## config.mk

```make
export PLATFORM = sky130hd
export DESIGN_NAME = rbank_arb_flat
export DESIGN_NICKNAME = d
export VERILOG_FILES = /design/src/rtl/rbank_arb_if.sv /design/src/rtl/rbank_arb.sv /design/src/flat_wrapper.sv
export SDC_FILE = /design/constraint.sdc
export NUM_CORES = 1
export LEC_CHECK = 0
export CORE_AREA = 2 2 191 193
export CTS_CLUSTER_SIZE = 24
export DETAILED_ROUTE_END_ITERATION = 8
export DIE_AREA = 0 0 193 195
export PLACE_DENSITY = 0.48
export SYNTH_ARGS = -nofsm -noshare
export SYNTH_HDL_FRONTEND = slang
export SYNTH_SLANG_ARGS = --single-unit
```

## constraint.sdc

```tcl
create_clock -name clk -period 2.95 [get_ports clk]
set_clock_uncertainty 0.1 [all_clocks]
set_input_delay 0.59 -clock clk [delete_from_list [all_inputs] [get_ports clk]]
set_output_delay 0.59 -clock clk [all_outputs]
set_load 0.01 [all_outputs]
```

## src/rtl/rbank_arb_if.sv

```systemverilog
// Requester-side bus of the register-bank arbiter: requests, beat payloads, grants, read returns.
// Latency: n/a (signal bundle only).
// Backpressure: requests are held by the requester until granted.
interface rbank_arb_if #(
  parameter int NREQ = 4,
  parameter int SELW = 5,
  parameter int DW   = 64
);
  logic [NREQ-1:0]      req;
  logic [NREQ-1:0]      lock;
  logic [NREQ-1:0]      we;
  logic [NREQ*SELW-1:0] sel;
  logic [NREQ*DW-1:0]   wdata;
  logic [NREQ-1:0]      gnt;
  logic [NREQ-1:0]      rvalid;
  logic [DW-1:0]        rdata;

  // Requester side drives the beat, arbiter side answers with grant and read data.
  modport master (output req, lock, we, sel, wdata, input gnt, rvalid, rdata);
  modport slave  (input req, lock, we, sel, wdata, output gnt, rvalid, rdata);
endinterface

```

## src/rtl/rbank_arb.sv

```systemverilog
// Round-robin arbiter sharing one register-bank port among NREQ requesters, with grant locking and inhibit.
// Latency: request to grant 1 cycle; beat to bank outputs / rvalid 1 cycle; back-to-back beats every cycle.
// Backpressure: requesters hold req until gnt; inhibit blocks new grants but not an active lock.
module rbank_arb #(
  parameter int NREQ = 4,
  parameter int SELW = 5,
  parameter int DW   = 64
) (
  input  logic            clk,
  input  logic            reset,
  input  logic            inhibit,
  rbank_arb_if.slave      rq,
  output logic            rbank_we,
  output logic [SELW-1:0] rbank_sel,
  output logic [DW-1:0]   rbank_in,
  input  logic [DW-1:0]   rbank_out
);

  localparam int IW = $clog2(NREQ);

  typedef enum logic {IDLE, BEAT} state_t;

  state_t            state_q, state_d;
  logic [NREQ-1:0]   gnt_q, gnt_d;
  logic [NREQ-1:0]   rvalid_q;
  logic [IW-1:0]     ptr_q, ptr_d;
  logic [IW-1:0]     pick;
  logic              beat;
  logic [SELW-1:0]   sel_g;
  logic [DW-1:0]     wdata_g;

  // First requester after position p, wrapping; p itself is considered last.
  function automatic logic [IW-1:0] rr_pick(input logic [NREQ-1:0] r, input logic [IW-1:0] p);
    logic [IW-1:0] idx;
    rr_pick = p;
    for (int k = NREQ; k >= 1; k--) begin
      idx = IW'((int'(p) + k) % NREQ);
      if (r[idx]) rr_pick = idx;
    end
  endfunction

  // While in BEAT the pointer always equals the granted index, so one picker
  // serves both fresh arbitration and back-to-back re-arbitration.
  assign pick    = rr_pick(rq.req, ptr_q);
  assign sel_g   = rq.sel[int'(ptr_q)*SELW +: SELW];
  assign wdata_g = rq.wdata[int'(ptr_q)*DW +: DW];

  assign rq.gnt    = gnt_q;
  assign rq.rvalid = rvalid_q;
  assign rq.rdata  = rbank_out;

  // Next-state, next-grant and beat decision.
  always_comb begin
    state_d = state_q;
    gnt_d   = gnt_q;
    ptr_d   = ptr_q;
    beat    = 1'b0;
    case (state_q)
      IDLE: begin
        gnt_d = '0;
        if (!inhibit && (|rq.req)) begin
          gnt_d   = {{(NREQ-1){1'b0}}, 1'b1} << pick;
          ptr_d   = pick;
          state_d = BEAT;
        end
      end
      BEAT: begin
        if (!rq.req[ptr_q]) begin
          gnt_d   = '0;
          state_d = IDLE;
        end else begin
          beat = 1'b1;
          if (rq.lock[ptr_q]) begin
            gnt_d = gnt_q;
          end else if (!inhibit) begin
            gnt_d = {{(NREQ-1){1'b0}}, 1'b1} << pick;
            ptr_d = pick;
          end else begin
            gnt_d   = '0;
            state_d = IDLE;
          end
        end
      end
      default: begin
        gnt_d   = '0;
        state_d = IDLE;
      end
    endcase
  end

  // Arbitration state: FSM, grant and round-robin pointer.
  always_ff @(posedge clk or negedge reset) begin
    if (!reset) begin
      state_q <= IDLE;
      gnt_q   <= '0;
      ptr_q   <= IW'(NREQ - 1);
    end else begin
      state_q <= state_d;
      gnt_q   <= gnt_d;
      ptr_q   <= ptr_d;
    end
  end

  // Registered bank port and read-completion pulse; rbank_in only moves on writes.
  always_ff @(posedge clk or negedge reset) begin
    if (!reset) begin
      rbank_we  <= 1'b0;
      rbank_sel <= '0;
      rbank_in  <= '0;
      rvalid_q  <= '0;
    end else begin
      rbank_we <= beat & rq.we[ptr_q];
      rvalid_q <= (beat && !rq.we[ptr_q]) ? gnt_q : '0;
      if (beat) rbank_sel <= sel_g;
      if (beat && rq.we[ptr_q]) rbank_in <= wdata_g;
    end
  end

`ifndef SYNTHESIS
  a_gnt_onehot:    assert property (@(posedge clk) disable iff (!reset) $onehot0(gnt_q));
  a_rvalid_onehot: assert property (@(posedge clk) disable iff (!reset) $onehot0(rvalid_q));
  a_we_after_gnt:  assert property (@(posedge clk) disable iff (!reset) rbank_we |-> ($past(gnt_q) != '0));
`endif

endmodule

```

## src/flat_wrapper.sv

```systemverilog
// flat-port wrapper written by rule: the top's interface ports become plain ports
module rbank_arb_flat 
#(
  parameter int NREQ = 4,
  parameter int SELW = 5,
  parameter int DW   = 64
)
  (clk, reset, inhibit, rbank_we, rbank_sel, rbank_in, rbank_out, rq_req, rq_lock, rq_we, rq_sel, rq_wdata, rq_gnt, rq_rvalid, rq_rdata);
  rbank_arb_if #(.NREQ(NREQ), .SELW(SELW), .DW(DW)) rq_i ();
  input  logic clk;
  input  logic reset;
  input  logic inhibit;
  output logic rbank_we;
  output logic [SELW-1:0] rbank_sel;
  output logic [DW-1:0] rbank_in;
  input  logic [DW-1:0] rbank_out;
  input wire logic [$bits(rq_i.req)-1:0] rq_req;
  input wire logic [$bits(rq_i.lock)-1:0] rq_lock;
  input wire logic [$bits(rq_i.we)-1:0] rq_we;
  input wire logic [$bits(rq_i.sel)-1:0] rq_sel;
  input wire logic [$bits(rq_i.wdata)-1:0] rq_wdata;
  output wire logic [$bits(rq_i.gnt)-1:0] rq_gnt;
  output wire logic [$bits(rq_i.rvalid)-1:0] rq_rvalid;
  output wire logic [$bits(rq_i.rdata)-1:0] rq_rdata;
  assign rq_i.req = rq_req;
  assign rq_i.lock = rq_lock;
  assign rq_i.we = rq_we;
  assign rq_i.sel = rq_sel;
  assign rq_i.wdata = rq_wdata;
  assign rq_gnt = rq_i.gnt;
  assign rq_rvalid = rq_i.rvalid;
  assign rq_rdata = rq_i.rdata;
  rbank_arb #(.NREQ(NREQ), .SELW(SELW), .DW(DW)) u_core (.clk(clk), .reset(reset), .inhibit(inhibit), .rq(rq_i), .rbank_we(rbank_we), .rbank_sel(rbank_sel), .rbank_in(rbank_in), .rbank_out(rbank_out));
endmodule
```

==> qor.csv <==
metric,value,unit
Setup Buffers After CTS,0,
Placed Cells incl. Taps,1102,
crit-path max FO,35,
biggest area consumer among synthesized cells,dfrtp_1,
CTS tree,done,
Synth cell types,32,
upper clock frequency limit,431,MHz
share of the synthesized area in the top cell type,36.7,%
die area,37600,um2
Final Instance Count excl. Fillers,1118,
Port Buf Inserts,368,
synth top area cells,"dfrtp_1 (37%), mux4_2 (30%), buf_4 (8.9%)",
WL final,20700,um
Bufs on Longest Clock Path,2,
Num CTS Buffers,9,
number of core rows,69,
synth warn,0,
Post-CTS Resized,0,
"FFs w/ async S/R, synth",100,%
total track usage,10.5,%
sequential share of the synthesized area,37.7,%
clock edge transition at the registers on the reported setup and hold paths,0.08,ns
Fin. Hold Viols,0,
Post-synth EDFFs,0,
number of DRC markers in iteration 0,99,
fin crit period,2.32,ns
Filler Cells Inserted,3672,
H-tree Lvls,3,
fin worst setup slack,0.630,ns
# IOs,497,
Hold WC Path Type,primary input to asynchronous set/reset pin,
Setup Viol. Count Final,0,
Max VDD drop,0.000265,V
routed length per instance,18.5,um
"top cells by count, synth","dfrtp_1 (79), mux4_2 (71), buf_4 (64)",
leakage power,3.51,nW
Vias/cell,3.79,
final period utilization,78.6,%
largest net degree at the start of global routing,44,
global route overflow,0,
Synth Area per Inst,15.3,um2
RePlAce Congestion,0.744,
RSZ-0062 raised after global routing,false,
hold_buf cts,0,
setup TNS,0,ns
first-pass GRT wire length,29000,um
Setup CP Type,register to register,
post-DP HPWL,17000,um
vias in the first global route,4685,
most common cell in the netlist,dfrtp_1,
#FFs+latches synth,81,
max-slew violation count,0,
initial antenna violation count,0,
P&R area growth vs syn,75.8,%
root buf cell,clkbuf_16,
Final nets,1007,
mapped cell area,5390,um2
Routed Antenna Nets,0,
total iterations of the first detailed-routing run,4,
core area,35400,um2
Pwr Density,825,nW/um2
Initial Utilization,15.2,%
drc violations,0,
Crit. End Element,register,
CP arrival,2.44,ns
post-synthesis net count,707,
run status,finished clean,
worst slew pin tran,0.593,ns
layout cells sized above 1,21.6,%
clk_lat worst skew,0.34,ns
CTS sink count,81,
vias,4233,
Inserted Diodes,0,
startpoint type of the worst setup path,register,
ys flop type,dfrtp_1,
Worst Path Required,3.07,ns
Die H,195,um
Slew headroom,60.5,%
"worst slack, placed",0.289,ns
maxcap violations,0,
Cells after Synth,352,
Die W,193,um
-- routing by layer --
metal	global-route usage [%]	vias up	share of wire, %
met2	19.2	199	52
met1	11.9	2083	38
li1	-	1914	-
met4	3.45	0	1.7
met3	2.55	37	8.2
met5	0	-	0
-- cell usage in the layout (no fill, tap or decap), drive strengths merged, types with 4 or more instances in the layout --
cell           count
nor2               4
buf               11
clkdlybuf4s50    367
and2               4
dfrtp             79
mux4              71
mux2              72
clkbuf             9
a32o               4
inv                7
-- area by class of cell --
| type | count | area [um2] | area share (%) |
|---|---|---|---|
| Multi-Input combinational cell | 180 | 2710 | 28.6 |
| Clock buffer | 9 | 225 | 2.38 |
| Timing Repair Buffer | 378 | 3830 | 40.4 |
| Clock inverter | 7 | 83.8 | 0.885 |
| Tap cell | 461 | 577 | 6.09 |
| Inverter | 2 | 7.51 | 0.0793 |
| Sequential cell | 81 | 2040 | 21.5 |
-- logic make-up after synthesis --
family                 Yosys count  synth area share [%]
AO/OA/AOI/OAI                   16                  2.55
buffers and inverters           91                  12.3
flip-flops                      81                  37.7
multiplexers                   146                  45.5
AND/OR/NAND/NOR                 18                  2.02
-- worst paths after layout --
kind | startpoint | to | slack [ns] | cells after the start
worst min register to register | u_core.rbank_in[24]$_DFFE_PN0P_ | u_core.rbank_in[24]$_DFFE_PN0P_ | 0.39 | 1
worst min-delay path | reset | u_core.rbank_in[51]$_DFFE_PN0P_ | 0.14 | 1
worst max register to register | u_core.ptr_q[0]$_DFFE_PN1P_ | u_core.rbank_in[29]$_DFFE_PN0P_ | 0.63 | 4
max in group asynchronous | reset | u_core.rbank_in[25]$_DFFE_PN0P_ | 1.94 | 2
worst max-delay path | u_core.ptr_q[0]$_DFFE_PN1P_ | u_core.rbank_in[29]$_DFFE_PN0P_ | 0.63 | 4
min in group clk | u_core.rbank_in[24]$_DFFE_PN0P_ | u_core.rbank_in[24]$_DFFE_PN0P_ | 0.39 | 1
-- power by group --
part           switching (mW)  total [mW]  internal (mW)
Clock                   0.543        1.22          0.676
Combinational            1.77        4.56           2.79
Sequential              0.358        2.04           1.68
Total                    2.67        7.82           5.14
-- registers in the layout, indices dropped and copies added, names as in the netlist --
register          flops
u_core.rq.rvalid      4
u_core.rbank_in      64
u_core.rbank_sel      5
u_core.rq.gnt         4
u_core.ptr_q          2
u_core.state_q        1
u_core.rbank_we       1
-- metrics by stage --
stage                     cell area, um2  power, mW  hold WS [ns]  util (%)
final                               9470       7.82         0.137      26.8
after floorplan                     5390       4.63         0.194         -
after detailed placement            9160       6.78         0.380      25.9
after global routing                9470       8.38         0.158      26.8
after CTS                           9470       8.09         0.144      26.8
after global placement              9160       6.77         0.374      25.9
-- critical path, cell delays in order (launching register included) --
cell     delay (ns)
dfstp_4        0.75
mux4_2         0.58
nand3_4        0.13
buf_12         0.21
mux2_2         0.36
Note: power is estimated with default switching activity, not from simulation.
